File: config.mk
export PLATFORM = sky130hd
export DESIGN_NAME = wb_uart_tx_slave
export DESIGN_NICKNAME = d
export VERILOG_FILES = /design/src/rtl/wb_uart_tx_slave.sv
export SDC_FILE = /design/constraint.sdc
export NUM_CORES = 1
export LEC_CHECK = 0
export CORE_ASPECT_RATIO = 0.9
export CORE_MARGIN = 10
export CORE_UTILIZATION = 35
export CTS_BUF_LIST = sky130_fd_sc_hd__clkbuf_16
export CTS_CLUSTER_SIZE = 12
export DETAILED_ROUTE_END_ITERATION = 7
export PLACE_DENSITY = 0.68
export SLEW_MARGIN = 20
export SYNTH_ARGS = -nofsm -noshare
export SYNTH_HDL_FRONTEND = slang
export SYNTH_SLANG_ARGS = --single-unit
File: constraint.sdc
create_clock -name clk_i -period 3.3 [get_ports clk_i]
set_clock_uncertainty 0.15 [all_clocks]
set_input_delay 0.66 -clock clk_i [delete_from_list [all_inputs] [get_ports clk_i]]
set_output_delay 0.66 -clock clk_i [all_outputs]
set_load 0.01 [all_outputs]
File: src/rtl/wb_uart_tx_slave.sv
// Wishbone classic slave with DATA/STATUS/DIV registers feeding a TX FIFO
// that is drained as 8N1 frames on tx_o.
module wb_uart_tx_slave #(
  parameter int          ADDR_WIDTH  = 24,
  parameter int          DATA_WIDTH  = 32,
  parameter int          FIFO_DEPTH  = 8,
  parameter logic [15:0] DEFAULT_DIV = 16'd434
) (
  input  logic                  clk_i,
  input  logic                  rst_i,
  input  logic [ADDR_WIDTH-1:0] wb_addr_i,
  input  logic [DATA_WIDTH-1:0] wb_data_i,
  output logic [DATA_WIDTH-1:0] wb_data_o,
  input  logic                  wb_cyc_i,
  input  logic [3:0]            wb_sel_i,
  input  logic                  wb_stb_i,
  input  logic                  wb_we_i,
  output logic                  wb_ack_o,
  output logic                  wb_err_o,
  output logic                  wb_rty_o,
  output logic                  tx_o,
  output logic                  irq_o,
  output logic [1:0]            dbg_state_o
);

  localparam int PTR_W = $clog2(FIFO_DEPTH);

  // S_IDLE is encoded as 0 so dbg_state_o != 0 means busy.
  typedef enum logic [1:0] {S_IDLE = 2'd0, S_START = 2'd1, S_DATA = 2'd2, S_STOP = 2'd3} tx_state_t;

  tx_state_t         state_q, state_d;
  logic [15:0]       cnt_q, cnt_d;
  logic [2:0]        bit_q, bit_d;
  logic [7:0]        shift_q, shift_d;
  logic              tx_d;
  logic [15:0]       div_q;
  logic [15:0]       period_m1;

  logic [7:0]        mem [FIFO_DEPTH];
  logic [PTR_W-1:0]  wr_ptr, rd_ptr;
  logic [PTR_W:0]    level;
  logic              full, empty, push, pop;

  logic              req, div_we;
  logic              ack_d, err_d, rty_d;
  logic [DATA_WIDTH-1:0] rdata_d;
  logic [31:0]       status;
  logic              unused_ok;

  assign full      = (level == (PTR_W+1)'(FIFO_DEPTH));
  assign empty     = (level == '0);
  assign period_m1 = (div_q == 16'd0) ? 16'd0 : div_q - 16'd1;
  assign req       = wb_cyc_i & wb_stb_i & ~wb_ack_o & ~wb_err_o & ~wb_rty_o;
  assign unused_ok = ^{wb_addr_i[ADDR_WIDTH-1:4], wb_addr_i[1:0], wb_sel_i[3:2],
                       wb_data_i[DATA_WIDTH-1:16]};
  assign dbg_state_o = state_q;

  always_comb begin
    status      = '0;
    status[0]   = (state_q != S_IDLE);
    status[1]   = full;
    status[2]   = empty;
    status[15:8] = 8'(level);
  end

  // Bus decode: full is judged on the pre-pop level, so a same-cycle pop still retries.
  always_comb begin
    ack_d   = 1'b0;
    err_d   = 1'b0;
    rty_d   = 1'b0;
    rdata_d = '0;
    push    = 1'b0;
    div_we  = 1'b0;
    if (req) begin
      unique case (wb_addr_i[3:2])
        2'd0: begin
          if (wb_we_i && wb_sel_i[0] && full) begin
            rty_d = 1'b1;
          end else begin
            ack_d = 1'b1;
            push  = wb_we_i & wb_sel_i[0];
          end
        end
        2'd1: begin
          ack_d = 1'b1;
          if (!wb_we_i) rdata_d = DATA_WIDTH'(status);
        end
        2'd2: begin
          ack_d  = 1'b1;
          div_we = wb_we_i;
          if (!wb_we_i) rdata_d = DATA_WIDTH'({16'b0, div_q});
        end
        default: err_d = 1'b1;
      endcase
    end
  end

  always_comb begin
    state_d = state_q;
    cnt_d   = cnt_q;
    bit_d   = bit_q;
    shift_d = shift_q;
    tx_d    = tx_o;
    pop     = 1'b0;
    unique case (state_q)
      S_IDLE: begin
        tx_d = 1'b1;
        if (!empty) begin
          pop     = 1'b1;
          shift_d = mem[rd_ptr];
          cnt_d   = period_m1;
          tx_d    = 1'b0;
          state_d = S_START;
        end
      end
      S_START: begin
        if (cnt_q == 16'd0) begin
          state_d = S_DATA;
          bit_d   = 3'd0;
          cnt_d   = period_m1;
          tx_d    = shift_q[0];
        end else begin
          cnt_d = cnt_q - 16'd1;
        end
      end
      S_DATA: begin
        if (cnt_q == 16'd0) begin
          cnt_d = period_m1;
          if (bit_q == 3'd7) begin
            state_d = S_STOP;
            tx_d    = 1'b1;
          end else begin
            bit_d   = bit_q + 3'd1;
            shift_d = shift_q >> 1;
            tx_d    = shift_q[1];
          end
        end else begin
          cnt_d = cnt_q - 16'd1;
        end
      end
      S_STOP: begin
        if (cnt_q == 16'd0) begin
          if (!empty) begin
            pop     = 1'b1;
            shift_d = mem[rd_ptr];
            cnt_d   = period_m1;
            tx_d    = 1'b0;
            state_d = S_START;
          end else begin
            state_d = S_IDLE;
            tx_d    = 1'b1;
          end
        end else begin
          cnt_d = cnt_q - 16'd1;
        end
      end
      default: state_d = S_IDLE;
    endcase
  end

  always_ff @(posedge clk_i) begin
    if (rst_i) begin
      state_q   <= S_IDLE;
      cnt_q     <= '0;
      bit_q     <= '0;
      shift_q   <= '0;
      tx_o      <= 1'b1;
      irq_o     <= 1'b0;
      div_q     <= DEFAULT_DIV;
      wr_ptr    <= '0;
      rd_ptr    <= '0;
      level     <= '0;
      wb_ack_o  <= 1'b0;
      wb_err_o  <= 1'b0;
      wb_rty_o  <= 1'b0;
      wb_data_o <= '0;
    end else begin
      state_q   <= state_d;
      cnt_q     <= cnt_d;
      bit_q     <= bit_d;
      shift_q   <= shift_d;
      tx_o      <= tx_d;
      irq_o     <= empty & (state_q == S_IDLE);
      wb_ack_o  <= ack_d;
      wb_err_o  <= err_d;
      wb_rty_o  <= rty_d;
      wb_data_o <= rdata_d;
      if (div_we && wb_sel_i[0]) div_q[7:0]  <= wb_data_i[7:0];
      if (div_we && wb_sel_i[1]) div_q[15:8] <= wb_data_i[15:8];
      if (push) begin
        mem[wr_ptr] <= wb_data_i[7:0];
        wr_ptr      <= wr_ptr + PTR_W'(1);
      end
      if (pop) rd_ptr <= rd_ptr + PTR_W'(1);
      if (push && !pop)      level <= level + (PTR_W+1)'(1);
      else if (pop && !push) level <= level - (PTR_W+1)'(1);
    end
  end

endmodule

==> run metrics <==
Mapped Cells 613; WL met1 7540 microns; CP endpoint kind flop; final total power 6.32 mW; routed wl met2 7010 microns; Seq cells post-synth 143; nets 768; Ys Warns 0; period utilization 94.3%; grt ovf 0; critical path fanouts, max 5; fmax 321 MHz; Post-synth EDFFs 64; endpoints failing hold 0; CP required 3500 ps; ys async rst share 0%; DR DRC count 0; Core Footprint 19200 sq um; Final Non-Filler Cells 945; WHS 337 ps; WP data arrival 3320 ps; Max clock buf depth 2; HPWL Detailed 11200 microns; status complete, no violations; CTS buffer count 17; Starting DRT DRC Count 458; met3 wire length 1120 microns; critical-path cell list or4_4 > nor4_4 > a21oi_2 > nor3_2 > inv_1 > ha_2 > inv_2 > ha_1 > a21o_1 > a21oi_2 > xnor2_1 > or3_1 > a21oi_1; CP most frequent cell a21oi_2; Detailed Route WL 15900 microns; setup ws final 188 ps; # Max-Cap Violations 0; Worst-Skew Late Latency 420 ps; Post-Syn Area 6810 sq um; leak pwr 2.97 nW; Worst VDD drop 0.388 mV; CTS tree yes; die width 167 microns; routed len/inst 16.8 microns; Detail Route Antenna Nets 0; gpl congestion 0.909; highest routed layer met4; CP max-delay cell or4_4; DP Area 7620 sq um; clock-pin transition on the worst setup and hold timing paths 60 ps; vias post-DR 4798; clock period minus worst slack 3110 ps; pre-CTS WS 10.1 ps; Global Route Usage Sum 12.5%; largest net degree at the start of global routing 35; initial core utilization 35.6%; placed cells 912; Crit Path Class flop to flop; I/O Buffers 47; Pwr Density 773 nW/um^2; number of global-route vias before repair 4666; RSZ-0062 raised after global routing no; hold crit path type flop to flop; Synth cell types 71; H-tree lvl count 4; CTS sink count 143; Worst-Margin Slew 831 ps; drt first pass iters 5; Antenna diodes 0; Die H 152 microns; postcts setup bufs 0; Seq/Total Area, Yosys 51.4%; Max Transition Viols Final 0; vias per inst 5.08; Synth Flop Type dfxtp_1; fin area 8180 sq um; number of hold buffers added after CTS 0; final setup fails 0; global-route wire length before repair 25800 microns; std cell rows 48; initial antenna violation count 0; Worst slew margin 44.5%; crit-path max cell delay 560 ps; Die ar. 25400 sq um; io pins 104; Syn-to-layout area delta 20.0%; Synth Area per Inst 11.1 sq um; ratio of cells with drive above 1 in the final layout 15.4%; Worst setup SP type flop; root buf cell clkbuf_16; # resized after CTS 0
placed cells by master (no fill, tap or decap), types with 4 or more instances in the layout:
master / n
a211o_1: 5
a211oi_1: 4
a21oi_1: 27
a22oi_1: 9
a31oi_1: 7
and3_1: 11
buf_4: 34
clkbuf_16: 17
clkdlybuf4s50_1: 46
conb_1: 16
dfxtp_1: 77
edfxtp_1: 64
ha_1: 19
inv_1: 19
inv_6: 4
mux2i_1: 32
mux4_2: 16
nand2_1: 28
nand2b_1: 8
nand3_1: 8
nand3b_1: 5
nand4_1: 4
nor2_1: 70
nor3_1: 22
nor4_1: 11
o21ai_0: 18
o21ai_1: 5
o22ai_1: 5
or3_1: 5
xnor2_1: 13
xor2_1: 10
stage by stage:
step	TNS [ps]	util (%)
2_1_floorplan	-3.85	-
3_3_place_gp	0	39.8
3_5_place_dp	0	39.8
4_1_cts	0	42.6
5_1_grt	0	42.7
6_report	0	42.7
worst paths after layout:
check             slack (ps)             startpoint                    end  cells past startpoint
setup / recovery         190   cnt_q[11]$_SDFF_PP0_  level[3]$_SDFFE_PP0P_                     13
hold / removal           340  bit_q[2]$_SDFFE_PP0P_  bit_q[2]$_SDFFE_PP0P_                      1
setup reg to reg         190   cnt_q[11]$_SDFF_PP0_  level[3]$_SDFFE_PP0P_                     13
hold reg to reg          340  bit_q[2]$_SDFFE_PP0P_  bit_q[2]$_SDFFE_PP0P_                      1
layer usage:
metal,global-route usage (%),up-vias
li1,-,2366
met3,3.76,16
met4,4.39,0
met1,17.1,2274
met2,18.2,142
met5,0,-
logic make-up (layout without fill, tap and decap cells):
group | count (synthesis) | count (layout) | synth area share (%)
and+or+nand+nor | 210 | 210 | 16.6
adders and majority gates | 21 | 21 | 3.97
muxes | 49 | 49 | 10.2
buffers and inverters | 66 | 133 | 5.40
other | 1 | 16 | 0.0551
AOI/OAI and AO/OA | 100 | 100 | 9.44
xor gates and xnor gates | 23 | 23 | 2.96
DFF | 143 | 143 | 51.4
final cells by class:
| type | instances | area [sq um] |
|---|---|---|
| clock buffer | 17 | 425 |
| clock inverter | 15 | 119 |
| fill | 1795 | 11000 |
| inverter | 20 | 75.1 |
| multi-input combinational | 419 | 3020 |
| sequential | 143 | 3510 |
| tap | 250 | 313 |
| timing repair buffer | 81 | 721 |
power by group:
group / internal, mW / leakage, nW / switching [mW]
clock network: 1.03 / 0.264 / 0.745
logic: 1.02 / 1.49 / 1.39
registers: 1.99 / 1.22 / 0.149
sequential cells by signal (all words and copies together) (netlist names), named ones only:
signal,cells
mem,64
wb_data_o,16
dbg_state_o,2
wb_rty_o,1
rd_ptr,3
shift_q,8
div_q,16
irq_o,1
wr_ptr,3
wb_ack_o,1
level,4
cnt_q,16
tx_o,1
bit_q,3
wb_err_o,1
worst max-delay path, delay by kind of cell (launching register included):
family,cells,cell delay (ps)
compound gates,4,530
fa+ha+maj,2,420
buf+inv,2,160
simple gates,4,1350
flops,1,340
xor+xnor,1,80
synth_stat cells (4+ instances only):
library cell | number | area (sq um)
nor3_1 | 22 | 110
o21ai_0 | 18 | 90.1
clkbuf_1 | 16 | 60.1
and3_1 | 11 | 68.8
ha_1 | 20 | 250
xor2_1 | 10 | 87.6
dfxtp_1 | 79 | 1580
inv_1 | 20 | 75.1
edfxtp_1 | 64 | 1920
or3_1 | 5 | 31.3
nand2b_1 | 8 | 50.1
a211o_1 | 5 | 43.8
o22ai_1 | 5 | 31.3
nand3b_1 | 5 | 37.5
nor4_1 | 12 | 75.1
a21oi_1 | 29 | 145
a22oi_1 | 9 | 67.6
a211oi_1 | 4 | 30.0
mux2i_1 | 32 | 320
nand4_1 | 4 | 25.0
nand3_1 | 8 | 40.0
mux4_2 | 16 | 360
o21ai_1 | 5 | 25.0
nor2_1 | 70 | 263
buf_4 | 20 | 150
xnor2_1 | 13 | 114
a31oi_1 | 7 | 43.8
nand2_1 | 28 | 105
Power figures use the tool's default switching activity.
